==> src/rtl/demux_pkg.sv <==
// Shared defaults and route-select encoding for the 1:2 buffered demultiplexer.
package demux_pkg;

    localparam int DEF_WIDTH = 32;
    localparam int DEF_DEPTH = 2;
    localparam int DEF_CNT_W = 16;

    // Same polarity as the datapath 2:1 mux: select=1 picks the first output.
    localparam logic SEL_OUT0 = 1'b1;
    localparam logic SEL_OUT1 = 1'b0;

endpackage

==> src/rtl/sync_fifo.sv <==
// Single-clock FIFO with registered storage, synchronous flush and a zeroed head when empty.
module sync_fifo
    import demux_pkg::*;
#(
    parameter int WIDTH = DEF_WIDTH,
    parameter int DEPTH = DEF_DEPTH
) (
    input  logic             clk,
    input  logic             rst_n,
    input  logic             push_i,
    input  logic             pop_i,
    input  logic             flush_i,
    input  logic [WIDTH-1:0] wdata_i,
    output logic             full_o,
    output logic             empty_o,
    output logic [WIDTH-1:0] head_o
);

    localparam int AW = (DEPTH > 1) ? $clog2(DEPTH) : 1;
    localparam logic [AW:0] FULL_CNT = (AW + 1)'(DEPTH);

    logic [AW-1:0]    wptr_q, wptr_d;
    logic [AW-1:0]    rptr_q, rptr_d;
    logic [AW:0]      count_q, count_d;
    logic [WIDTH-1:0] mem_q [DEPTH];
    logic             do_push, do_pop;

    assign full_o  = (count_q == FULL_CNT);
    assign empty_o = (count_q == '0);
    assign head_o  = empty_o ? '0 : mem_q[rptr_q];

    // Flush wins over everything; a pop on an empty FIFO is ignored.
    assign do_push = push_i && !full_o && !flush_i;
    assign do_pop  = pop_i && !empty_o && !flush_i;

    always_comb begin
        wptr_d  = wptr_q;
        rptr_d  = rptr_q;
        count_d = count_q;
        if (flush_i) begin
            wptr_d  = '0;
            rptr_d  = '0;
            count_d = '0;
        end else begin
            if (do_push) wptr_d = wptr_q + 1'b1;
            if (do_pop)  rptr_d = rptr_q + 1'b1;
            case ({do_push, do_pop})
                2'b10:   count_d = count_q + 1'b1;
                2'b01:   count_d = count_q - 1'b1;
                default: count_d = count_q;
            endcase
        end
    end

    always_ff @(posedge clk or negedge rst_n) begin
        if (!rst_n) begin
            wptr_q  <= '0;
            rptr_q  <= '0;
            count_q <= '0;
        end else begin
            wptr_q  <= wptr_d;
            rptr_q  <= rptr_d;
            count_q <= count_d;
        end
    end

    always_ff @(posedge clk) begin
        if (do_push) mem_q[wptr_q] <= wdata_i;
    end

endmodule

==> src/rtl/demux12_buf.sv <==
// 1:2 demultiplexer feeding two independent output FIFOs, with per-output accept counters.
module demux12_buf
    import demux_pkg::*;
#(
    parameter int WIDTH = DEF_WIDTH,
    parameter int DEPTH = DEF_DEPTH,
    parameter int CNT_W = DEF_CNT_W
) (
    input  logic             clk,
    input  logic             rst_n,
    input  logic             in_valid,
    output logic             in_ready,
    input  logic [WIDTH-1:0] in_data,
    input  logic             in_sel,
    input  logic             flush,
    output logic             o0_valid,
    input  logic             o0_ready,
    output logic [WIDTH-1:0] o0_data,
    output logic             o1_valid,
    input  logic             o1_ready,
    output logic [WIDTH-1:0] o1_data,
    output logic [CNT_W-1:0] cnt0,
    output logic [CNT_W-1:0] cnt1
);

    logic             full0, full1, empty0, empty1;
    logic             accept, push0, push1;
    logic [CNT_W-1:0] cnt0_q, cnt0_d, cnt1_q, cnt1_d;

    // Readiness looks only at the FIFO the current select points to, never at in_valid.
    assign in_ready = !flush && !((in_sel == SEL_OUT0) ? full0 : full1);
    assign accept   = in_valid && in_ready;
    assign push0    = accept && (in_sel == SEL_OUT0);
    assign push1    = accept && (in_sel == SEL_OUT1);

    assign o0_valid = !empty0;
    assign o1_valid = !empty1;
    assign cnt0     = cnt0_q;
    assign cnt1     = cnt1_q;

    sync_fifo #(.WIDTH(WIDTH), .DEPTH(DEPTH)) u_fifo0 (
        .clk     (clk),
        .rst_n   (rst_n),
        .push_i  (push0),
        .pop_i   (o0_ready),
        .flush_i (flush),
        .wdata_i (in_data),
        .full_o  (full0),
        .empty_o (empty0),
        .head_o  (o0_data)
    );

    sync_fifo #(.WIDTH(WIDTH), .DEPTH(DEPTH)) u_fifo1 (
        .clk     (clk),
        .rst_n   (rst_n),
        .push_i  (push1),
        .pop_i   (o1_ready),
        .flush_i (flush),
        .wdata_i (in_data),
        .full_o  (full1),
        .empty_o (empty1),
        .head_o  (o1_data)
    );

    // Counters wrap naturally at 2^CNT_W; flush clears them alongside the FIFOs.
    always_comb begin
        cnt0_d = cnt0_q;
        cnt1_d = cnt1_q;
        if (flush) begin
            cnt0_d = '0;
            cnt1_d = '0;
        end else begin
            if (push0) cnt0_d = cnt0_q + 1'b1;
            if (push1) cnt1_d = cnt1_q + 1'b1;
        end
    end

    always_ff @(posedge clk or negedge rst_n) begin
        if (!rst_n) begin
            cnt0_q <= '0;
            cnt1_q <= '0;
        end else begin
            cnt0_q <= cnt0_d;
            cnt1_q <= cnt1_d;
        end
    end

endmodule

==> config.mk <==
export PLATFORM = sky130hd
export DESIGN_NAME = demux12_buf
export DESIGN_NICKNAME = d
export VERILOG_FILES = /design/src/rtl/demux_pkg.sv /design/src/rtl/sync_fifo.sv /design/src/rtl/demux12_buf.sv
export SDC_FILE = /design/constraint.sdc
export NUM_CORES = 1
export LEC_CHECK = 0
export CAP_MARGIN = 20
export CELL_PAD_IN_SITES_DETAIL_PLACEMENT = 1
export CELL_PAD_IN_SITES_GLOBAL_PLACEMENT = 1
export CORE_MARGIN = 4
export CORE_UTILIZATION = 42
export DETAILED_ROUTE_END_ITERATION = 6
export PLACE_DENSITY = 0.85
export SETUP_SLACK_MARGIN = 0.5
export SLEW_MARGIN = 20
export SYNTH_ARGS = -nofsm -noshare
export SYNTH_HDL_FRONTEND = slang
export SYNTH_SLANG_ARGS = --single-unit
==> constraint.sdc <==
create_clock -name clk -period 4.3 [get_ports clk]
set_input_delay 1.29 -clock clk [delete_from_list [all_inputs] [get_ports clk]]
set_output_delay 1.29 -clock clk [all_outputs]
set_load 0.02 [all_outputs]
After elaboration in Yosys (flattened, before gate mapping)
Memory sizes are Yosys's and may differ from the RTL's.
Cells that the tools add are included.

operators by class
  $add $sub $neg = 10
  equal/unequal tests = 6
  muxes and demuxes = 23
  bitwise logic cells = 1
  reductions and logical operators = 28

operators with widths
  cell                                                                    number
  16-bit 2-to-1 mux                                                       4
  32-bit 2-to-1 mux                                                       2
  16-bit by 1-bit adder with 16-bit output (second input constant)        2
  1-bit 2-to-1 mux                                                        13
  1-bit logical AND                                                       12
  2-bit nonzero test                                                      6
  2-bit equality test (second input constant)                             4
  2-bit case mux with 2 select lines                                      2
  1-bit logical NOT                                                       6
  3-bit nonzero test                                                      2
  1-bit adder (second input constant)                                     4
  2-bit by 1-bit adder with 2-bit output (second input constant)          2
  2-bit by 1-bit equality test with 1-bit output (second input constant)  2
  2-bit logical NOT                                                       2
  2-bit 2-to-1 mux                                                        2
  2-bit by 1-bit subtractor with 2-bit output (second input constant)     2
  1-bit NOT                                                               1

word-level totals
  register bits after elaboration = 40
  memory bits (writable) = 128
  bits of input ports = 39
  output and inout port bits = 99
  logic and storage cells = 78
  memories kept = 2

memories
  memory         depth  bits a word  read ports  clocked after memory_dff  wr ports  RTL line         source
  u_fifo0.mem_q  2      32           1           0                         1         sync_fifo.sv:25  logic [WIDTH-1:0] mem_q [DEPTH];
  u_fifo1.mem_q  2      32           1           0                         1         sync_fifo.sv:25

Longest topological paths before layout
Gate-level depths: netlist of the first run.

  depth in word-level cells = 11
  depth in mapped cells = 6
  depth with buffers taken out = 5

Modules after synthesis
From an unflattened synthesis of the first run, not the netlist that was laid out.

second synthesis, totals
  cells, all modules = 498
  area, all modules = 6899.1 um2

by module, submodules not included
  module       instances  cells each  area an instance (um2)  seq. area each (um2)
  sync_fifo    2          160         2618.8                  2021.9
  demux12_buf  1          178         1661.6                  800.8

Worst setup path after synthesis of the first run
No wires, ideal clock.

  path type = input -> register
  from = in flush
  to = mem u_fifo0.mem_q[0][0] (netlist bit), enable pin
  library setup time = 463 ps
  arrival = 3842 ps
  required time = 3837 ps
  slack = -5 ps
  stages = 3
  cells stage by stage = buf_6 nand3b_4 nor3_1

between the ends
  word-level cells in the longest chain between the ends = 8

ends and longest elaborated chain
  element                                     RTL line                            source
  from (decl)                                 demux12_buf.sv:15                   input logic flush,
  1-bit logical NOT (*)                       sync_fifo.sv:33, demux12_buf.sv:31
  1-bit logical AND                           demux12_buf.sv:31                   assign in_ready = !flush && !((in_sel == SEL_OUT0) ? full0 : full1);
  1-bit logical AND                           demux12_buf.sv:32                   assign accept = in_valid && in_ready;
  1-bit logical AND                           demux12_buf.sv:33                   assign push0 = accept && (in_sel == SEL_OUT0);
  1-bit logical AND                           sync_fifo.sv:33                     assign do_push = push_i && !full_o && !flush_i;
  1-bit logical AND (*)                       sync_fifo.sv:33
  1-bit 2-to-1 mux (*)                        sync_fifo.sv:68                     if (do_push) mem_q[wptr_q] <= wdata_i;
  1-bit 2-to-1 mux (not written as such) (*)  sync_fifo.sv:68
  to (decl)                                   sync_fifo.sv:25

Every way passes the cells marked *; elsewhere a longest branch is shown, timed or not.

Worst setup path in the final report of the first run
  from = in in_sel
  to = out in_ready

between the ends
  word-level cells in the longest chain between the ends = 3

ends and longest elaborated chain
  element            RTL line           source
  from (decl)        demux12_buf.sv:14  input logic in_sel,
  1-bit 2-to-1 mux   demux12_buf.sv:31
  1-bit logical NOT  demux12_buf.sv:31
  1-bit logical AND  demux12_buf.sv:31
  to (decl)          demux12_buf.sv:12  output logic in_ready,

No other way between the ends.

==> reports/metrics.yaml, run 1 <==
timing:
  rsz0062_at_grt: "no"
  min_period_over_period_pct: 86.3
  setup_viol: 0
  clock.fmax_mhz: 270
  tightest_slew_ps: 962
  setup_ws_ps: 590
  slew_headroom_pct: 35.9
  tns_ps: 0
  holdWs_ps: 565
  slew_viol_final: 0
  finalCriticalPeriod_ps: 3710
  hold_viol: 0
  fin_worst_skew_ps: 7.23
synth:
  syn-cell-area_sq_mm: 0.00688
  async_flop_share_pct: 23.8
  synth_warnings: 0
  synthTopCellsByArea: "edfxtp_1 (56%), dfrtp_1 (15%), mux2i_1 (9.3%)"
  synth_edf_count: 128
  ys_ff_latch: 168
  synth.largest_area_cell: "edfxtp_1"
  syn_nets: 538
  synth_ff_type: "edfxtp_1"
  synth_top_area_share_pct: 55.8
  post-synth-top-count-cell: "edfxtp_1"
  synth_commonest_cells: "edfxtp_1 (128), nor2_1 (86), mux2i_1 (64)"
  yosysSeqAreaShare_pct: 70.4
  syn_inst: 497
  avgSynthCellArea_sq_um: 13.8
  ys_types: 35
worst_hold_path:
  hold_path_depth: 2
  min_to: "cnt0[15]"
  min_from: "cnt0[15]"
  hold_class: "flip-flop to flip-flop"
grt:
  grt_pass1_wl_mm: 29.0
  grtUsageMet3_pct: 6.40
  first_global_vias: 5169
  grt_overflow: 0
  antenna_found_initial: 0
  track_usage_pct: 20.8
  grt_util_met2_pct: 36.7
  gr-usage-met1_pct: 24.7
  top_usage_layer: "met2"
  grt_max_degree: 44
setup_path:
  crit_required_ps: 3010
  path_cells: "clkdlybuf4s50_1, buf_4, a211oi_1, buf_2"
  worstSetupPathType: "input pin to output pin"
  worst_setup_path_start_kind: "input pin"
  cp.buffers_inverters: 3
  rr_worst_depth: 4
  slowest_stage: "clkdlybuf4s50_1"
  cp_max_fo: 6
  crit_family: "buffers and inverters"
  reg2reg_from: "u_fifo0.count_q[1]"
  slowest_delay_ps: 460
  r2r-end: "u_fifo0.mem_q[1][21]"
  rrSetupSlack_ps: 2190
  cp.arrival_ps: 2420
  critPathCaptureType: "output pin"
flow_run:
  maxCapViolations: 0
route:
  ant_nets: 0
  routedWlPerCell_um: 21.3
  routed_via_density: 5.27
  drt_iter0_drc: 234
  vias: 4577
  dr.pass1.iters: 4
  wl_mm: 18.5
  drcViolationCount: 0
cts:
  htree_num_levels: 4
  clk_pin_slew_ps: 70
  insertion_delay_ps: 440
  cts_buffer_depth: 2
  cts_setup_buffers: 0
  tritoncts: "built"
  numCtsBuffers: 17
  root_buffer: "clkbuf_16"
  cts.sinks: 168
power_and_ir_drop:
  powerDensity_mw_per_mm2: 390
  vdd_drop_max_mv: 0.325
  p_total_mw: 3.56
  static-leakage-power_nw: 3.08
cells_and_area:
  drive_above_1_share_pct: 8.73
  design_area_sq_mm: 0.00914
  syn_to_final_growth_pct: 32.7
  nNetsFinal: 681
  antennaDiodeCount: 0
  fin_cells: 869
  fin_util_pct: 57.3
die:
  coreArea_sq_mm: 0.0159
  chipWidth_um: 136
  pin_count: 138
  row_count: 46
  dieArea_sq_mm: 0.0185
  dieHeight_um: 136
  start_util_pct: 43.2
place:
  dpl.cell_count: 836
  place_hpwl_mm: 12.0
  dp_slack_ps: 148
  dpl_cell_area_sq_mm: 0.00857
  gp_congestion: 0.729
  io_buffers: 137
outcome:
  status: "completed"
cells in the final DEF, fill, tap and decap left out, drive strengths merged, types with 3 or more instances in the layout:
cell type,instances
o31ai,6
clkbuf,17
xor2,7
xnor2,10
or4,8
nor3,3
buf,15
nand3b,3
nand2,13
nor2b,3
clkdlybuf4s50,135
inv,14
or3,13
o21bai,3
mux2i,64
nand3,12
and3,4
clkinv,6
edfxtp,128
nand4,3
o21ai,14
nand2b,5
dfrtp,40
a21oi,20
nor2,87
nor4,4
sequential cells by signal (all words and copies together) (netlist names):
register         flops
cnt0                16
u_fifo0.wptr_q       1
u_fifo1.mem_q       64
u_fifo0.rptr_q       1
u_fifo0.count_q      2
u_fifo0.mem_q       64
cnt1                16
u_fifo1.rptr_q       1
u_fifo1.count_q      2
u_fifo1.wptr_q       1
per-layer routing:
layer	up-vias	wire length [um]
met4	0	215
li1	2099	-
met3	17	1050
met1	2325	7620
met2	136	9620
met5	-	0
cell families (layout without fill, tap and decap cells):
group | after synthesis | count (layout) | synth area share [%]
AND/OR/NAND/NOR | 165 | 166 | 11.9
multiplexers | 64 | 64 | 9.31
adder cells (fa/ha/maj) | 2 | 2 | 0.364
buffers and inverters | 35 | 190 | 2.07
AO/OA/AOI/OAI | 46 | 46 | 3.80
XOR/XNOR | 17 | 17 | 2.16
flip-flops | 168 | 168 | 70.4
timing repair:
| item | CTS | global route |
|---|---|---|
| gates cloned | 0 | 1 |
| pin swaps | 0 | 2 |
| endpoints found under the hold margin | 0 | 0 |
| hold buffers | 0 | 0 |
| setup endpoints to repair | 1 | 19 |
| gates resized for setup | 4 | 1 |
worst min-delay path, cell delays in order, from the launching register on:
cell     delay [ps]
dfrtp_1         390
o31ai_1          70
a21oi_1          60
report_power, final:
| group | total, mW | internal (mW) | switching (mW) |
|---|---|---|---|
| combinational | 0.287 | 0.123 | 0.165 |
| sequential | 1.80 | 1.78 | 0.0177 |
| clock | 1.47 | 0.807 | 0.664 |
| total | 3.56 | 2.71 | 0.846 |
area by class of cell:
class,instances,area (sq um)
Clock buffer,17,425
Clock inverter,15,140
Fill cell,1553,6810
Inverter,8,30.0
Multi-Input combinational cell,295,1940
Sequential cell,168,4850
Tap cell,216,270
Timing Repair Buffer,150,1480
worst max-delay path by stage:
stage | from | endpoint | slack, ps | cells after the start
after CTS | u_fifo1.count_q[0] | o1_data[1] | 500 | 4
after detailed placement | in_sel | in_ready | 150 | 4
final | in_sel | in_ready | 590 | 4
after global routing | u_fifo0.count_q[0] | o0_data[4] | 500 | 4
after floorplan | in_sel | u_fifo1.mem_q[0][0] | 820 | 4
after global placement | in_sel | in_ready | 130 | 4
Note: power is estimated with default switching activity, not from simulation.
==> run 2, diff against run 1 <==
--- a/config.mk
+++ b/config.mk
@@ -12,7 +12,8 @@
 export CORE_UTILIZATION = 42
 export DETAILED_ROUTE_END_ITERATION = 6
 export PLACE_DENSITY = 0.85
-export SETUP_SLACK_MARGIN = 0.5
+export RECOVER_POWER = 25
+export SETUP_SLACK_MARGIN = 0.15
 export SLEW_MARGIN = 20
 export SYNTH_ARGS = -nofsm -noshare
 export SYNTH_HDL_FRONTEND = slang
==> reports/metrics.yaml, run 2 (same netlist as run 1, synthesis figures left out) <==
die:
  dieArea_sq_mm: 0.0185  # unchanged
  coreArea_sq_mm: 0.0159  # unchanged
  start_util_pct: 43.2  # unchanged
  pin_count: 138  # unchanged
  chipWidth_um: 136  # unchanged
  dieHeight_um: 136  # unchanged
  row_count: 46  # unchanged
setup_path:
  crit_required_ps: 3010  # about the same
  critical_path.startpoint: "in_sel"
  rr_worst_depth: 4  # unchanged
  rrSetupSlack_ps: 2170  # -20 ps
  critPathCaptureType: "output pin"
  worst_setup_path_start_kind: "input pin"
  r2r-end: "cnt1[15]"
  worstSetupPathType: "input pin to output pin"
  cp_max_fo: 6  # unchanged
  cp.arrival_ps: 2580  # +160 ps
  reg2reg_from: "u_fifo1.count_q[1]"
cells_and_area:
  syn_to_final_growth_pct: 33.6
  layout_commonest_cell: "edfxtp_1"
  fillCellCount: 1564  # +0.71%
  layout_common_cells: "edfxtp_1 (128), clkdlybuf4s50_1 (108), nor2_1 (83), mux2i_1 (64), dfrtp_1 (38)"
  drive_above_1_share_pct: 9.01  # +0.28 points
  nNetsFinal: 683  # +0.29%
  top_regs: "u_fifo0.mem_q x64, u_fifo1.mem_q x64"
  design_area_sq_mm: 0.00920  # +0.68%
  fin_util_pct: 57.7  # +0.39 points
cts:
  ctsHoldBuffers: 0  # unchanged
  htree_num_levels: 4  # unchanged
  cts_resized: 1  # -3
  root_buffer: "clkbuf_16"
  cts.sinks: 168  # unchanged
  cts_setup_buffers: 0  # unchanged
  insertion_delay_ps: 420  # -20 ps
  clk_pin_slew_ps: 60  # about the same
  numCtsBuffers: 17  # unchanged
  tritoncts: "built"
  cts_buffer_depth: 2  # unchanged
route:
  vias: 4645  # +1.5%
  ant_nets: 0  # unchanged
  routed_via_density: 5.33  # +1.1%
  routedWlPerCell_um: 21.7  # +1.8%
  drt_iter0_drc: 248  # +6.0%
  dr.pass1.iters: 4  # unchanged
  drcViolationCount: 0  # unchanged
  wl_mm: 18.9  # +2.1%
flow_run:
  maxCapViolations: 0  # unchanged
power_and_ir_drop:
  powerDensity_mw_per_mm2: 400  # +2.7%
  p_int_mw: 2.83  # +4.2%
  p_clk_share_pct: 43.4  # +2.1 points
  vdd_drop_max_mv: 0.289  # -11%
  static-leakage-power_nw: 3.12  # +1.1%
  p_switching_mw: 0.851  # +0.55%
  p_sw_share_pct: 23.1  # -0.65 points
  seqPwrFrac_pct: 49.1  # -1.5 points
  combinationalPowerShare_pct: 7.5  # -0.6 points
place:
  place_hpwl_mm: 12.4  # +3.0%
  io_buffers: 137  # unchanged
  dpl_cell_area_sq_mm: 0.00858  # +0.12%
  gp_congestion: 0.761  # +4.4%
grt:
  grt_overflow: 0  # unchanged
  grt_pass1_wl_mm: 29.9  # +2.9%
  grt_max_degree: 44  # unchanged
  track_usage_pct: 21.3  # +0.42 points
  first_global_vias: 5264  # +1.8%
  antenna_found_initial: 2  # +2
timing:
  finalCriticalPeriod_ps: 3870  # +157 ps
  slew_headroom_pct: 37.3  # +1.5 points
  clock.fmax_mhz: 259  # -4.0%
  fin_worst_skew_ps: 8.96  # +1.73 ps
  setup_viol: 0  # unchanged
  rsz0062_at_grt: "no"
  slew_viol_final: 0  # unchanged
  hold_viol: 0  # unchanged
  min_period_over_period_pct: 89.9  # +3.6 points
  tightest_slew_ps: 940  # -22.0 ps
  tns_ps: 0  # unchanged
worst_hold_path:
  min_from: "cnt0[15]"
  hold_class: "flip-flop to flip-flop"
  hold_path_depth: 2  # unchanged
  min_to: "cnt0[15]"
outcome:
  status: "completed"
[run 2: changes by cell type in the layout (fill, tap and decap cells not counted), moves of 2 or more]
cell             before  now
clkdlybuf4s50_1     135  108
bufinv_16             1    3
buf_4                11   15
dlygate4sd3_1         0   27
clkinvlp_4            2    4
clkinv_2              2    0
[run 2: layout make-up]
type	instances	area (sq um)	share of cell area (%)
multi-input cells	294	1930	21.0
flip-flops and latches	168	4850	52.7
clock inverters	15	193	2.09
well taps	216	270	2.94
clock buffers	17	425	4.63
diodes	1	2.50	0.0272
repair buffers	153	1500	16.3
inverters	8	30.0	0.326
[run 2: how the worst max path moves through the flow]
stage                               end  slack [ps]  depth (start not counted)
floorplan           u_fifo1.mem_q[0][0]         300                          4
global placement               in_ready         120                          4
detailed placement             in_ready         140                          4
CTS                            in_ready         420                          4
global route                   in_ready         390                          4
finish                         in_ready         430                          4
[run 2: routing by layer]
layer / vias up / share of wire [%] / track usage (%)
met5: - / 0.069 / 0
met4: 2 / 1.1 / 5.77
met3: 18 / 5.4 / 5.63
met2: 143 / 51 / 37.0
met1: 2371 / 42 / 26.2
li1: 2111 / - / -
[run 2: worst max-delay path: stages]
cell	delay, ps
clkdlybuf4s50_1	450
buf_4	180
a211oi_1	270
dlygate4sd2_1	380
[run 2: power groups by stage]
stage	Clock [mW]	Combinational (mW)	Sequential, mW
detailed placement	0	0.284	1.84
global route	1.70	0.299	1.81
global placement	0	0.274	1.84
finish	1.60	0.277	1.81
floorplan	0	0.133	1.83
CTS	1.62	0.287	1.81
[run 2: through the flow]
stage                     total power [mW]  hold WS (ps)  cells  worst slack [ps]
final                                 3.68           558    872               434
after CTS                             3.72           562    871               425
after floorplan                       1.96           476    497               299
after global routing                  3.80           582    872               394
after detailed placement              2.13           553    839               141
after global placement                2.11           533    839               120
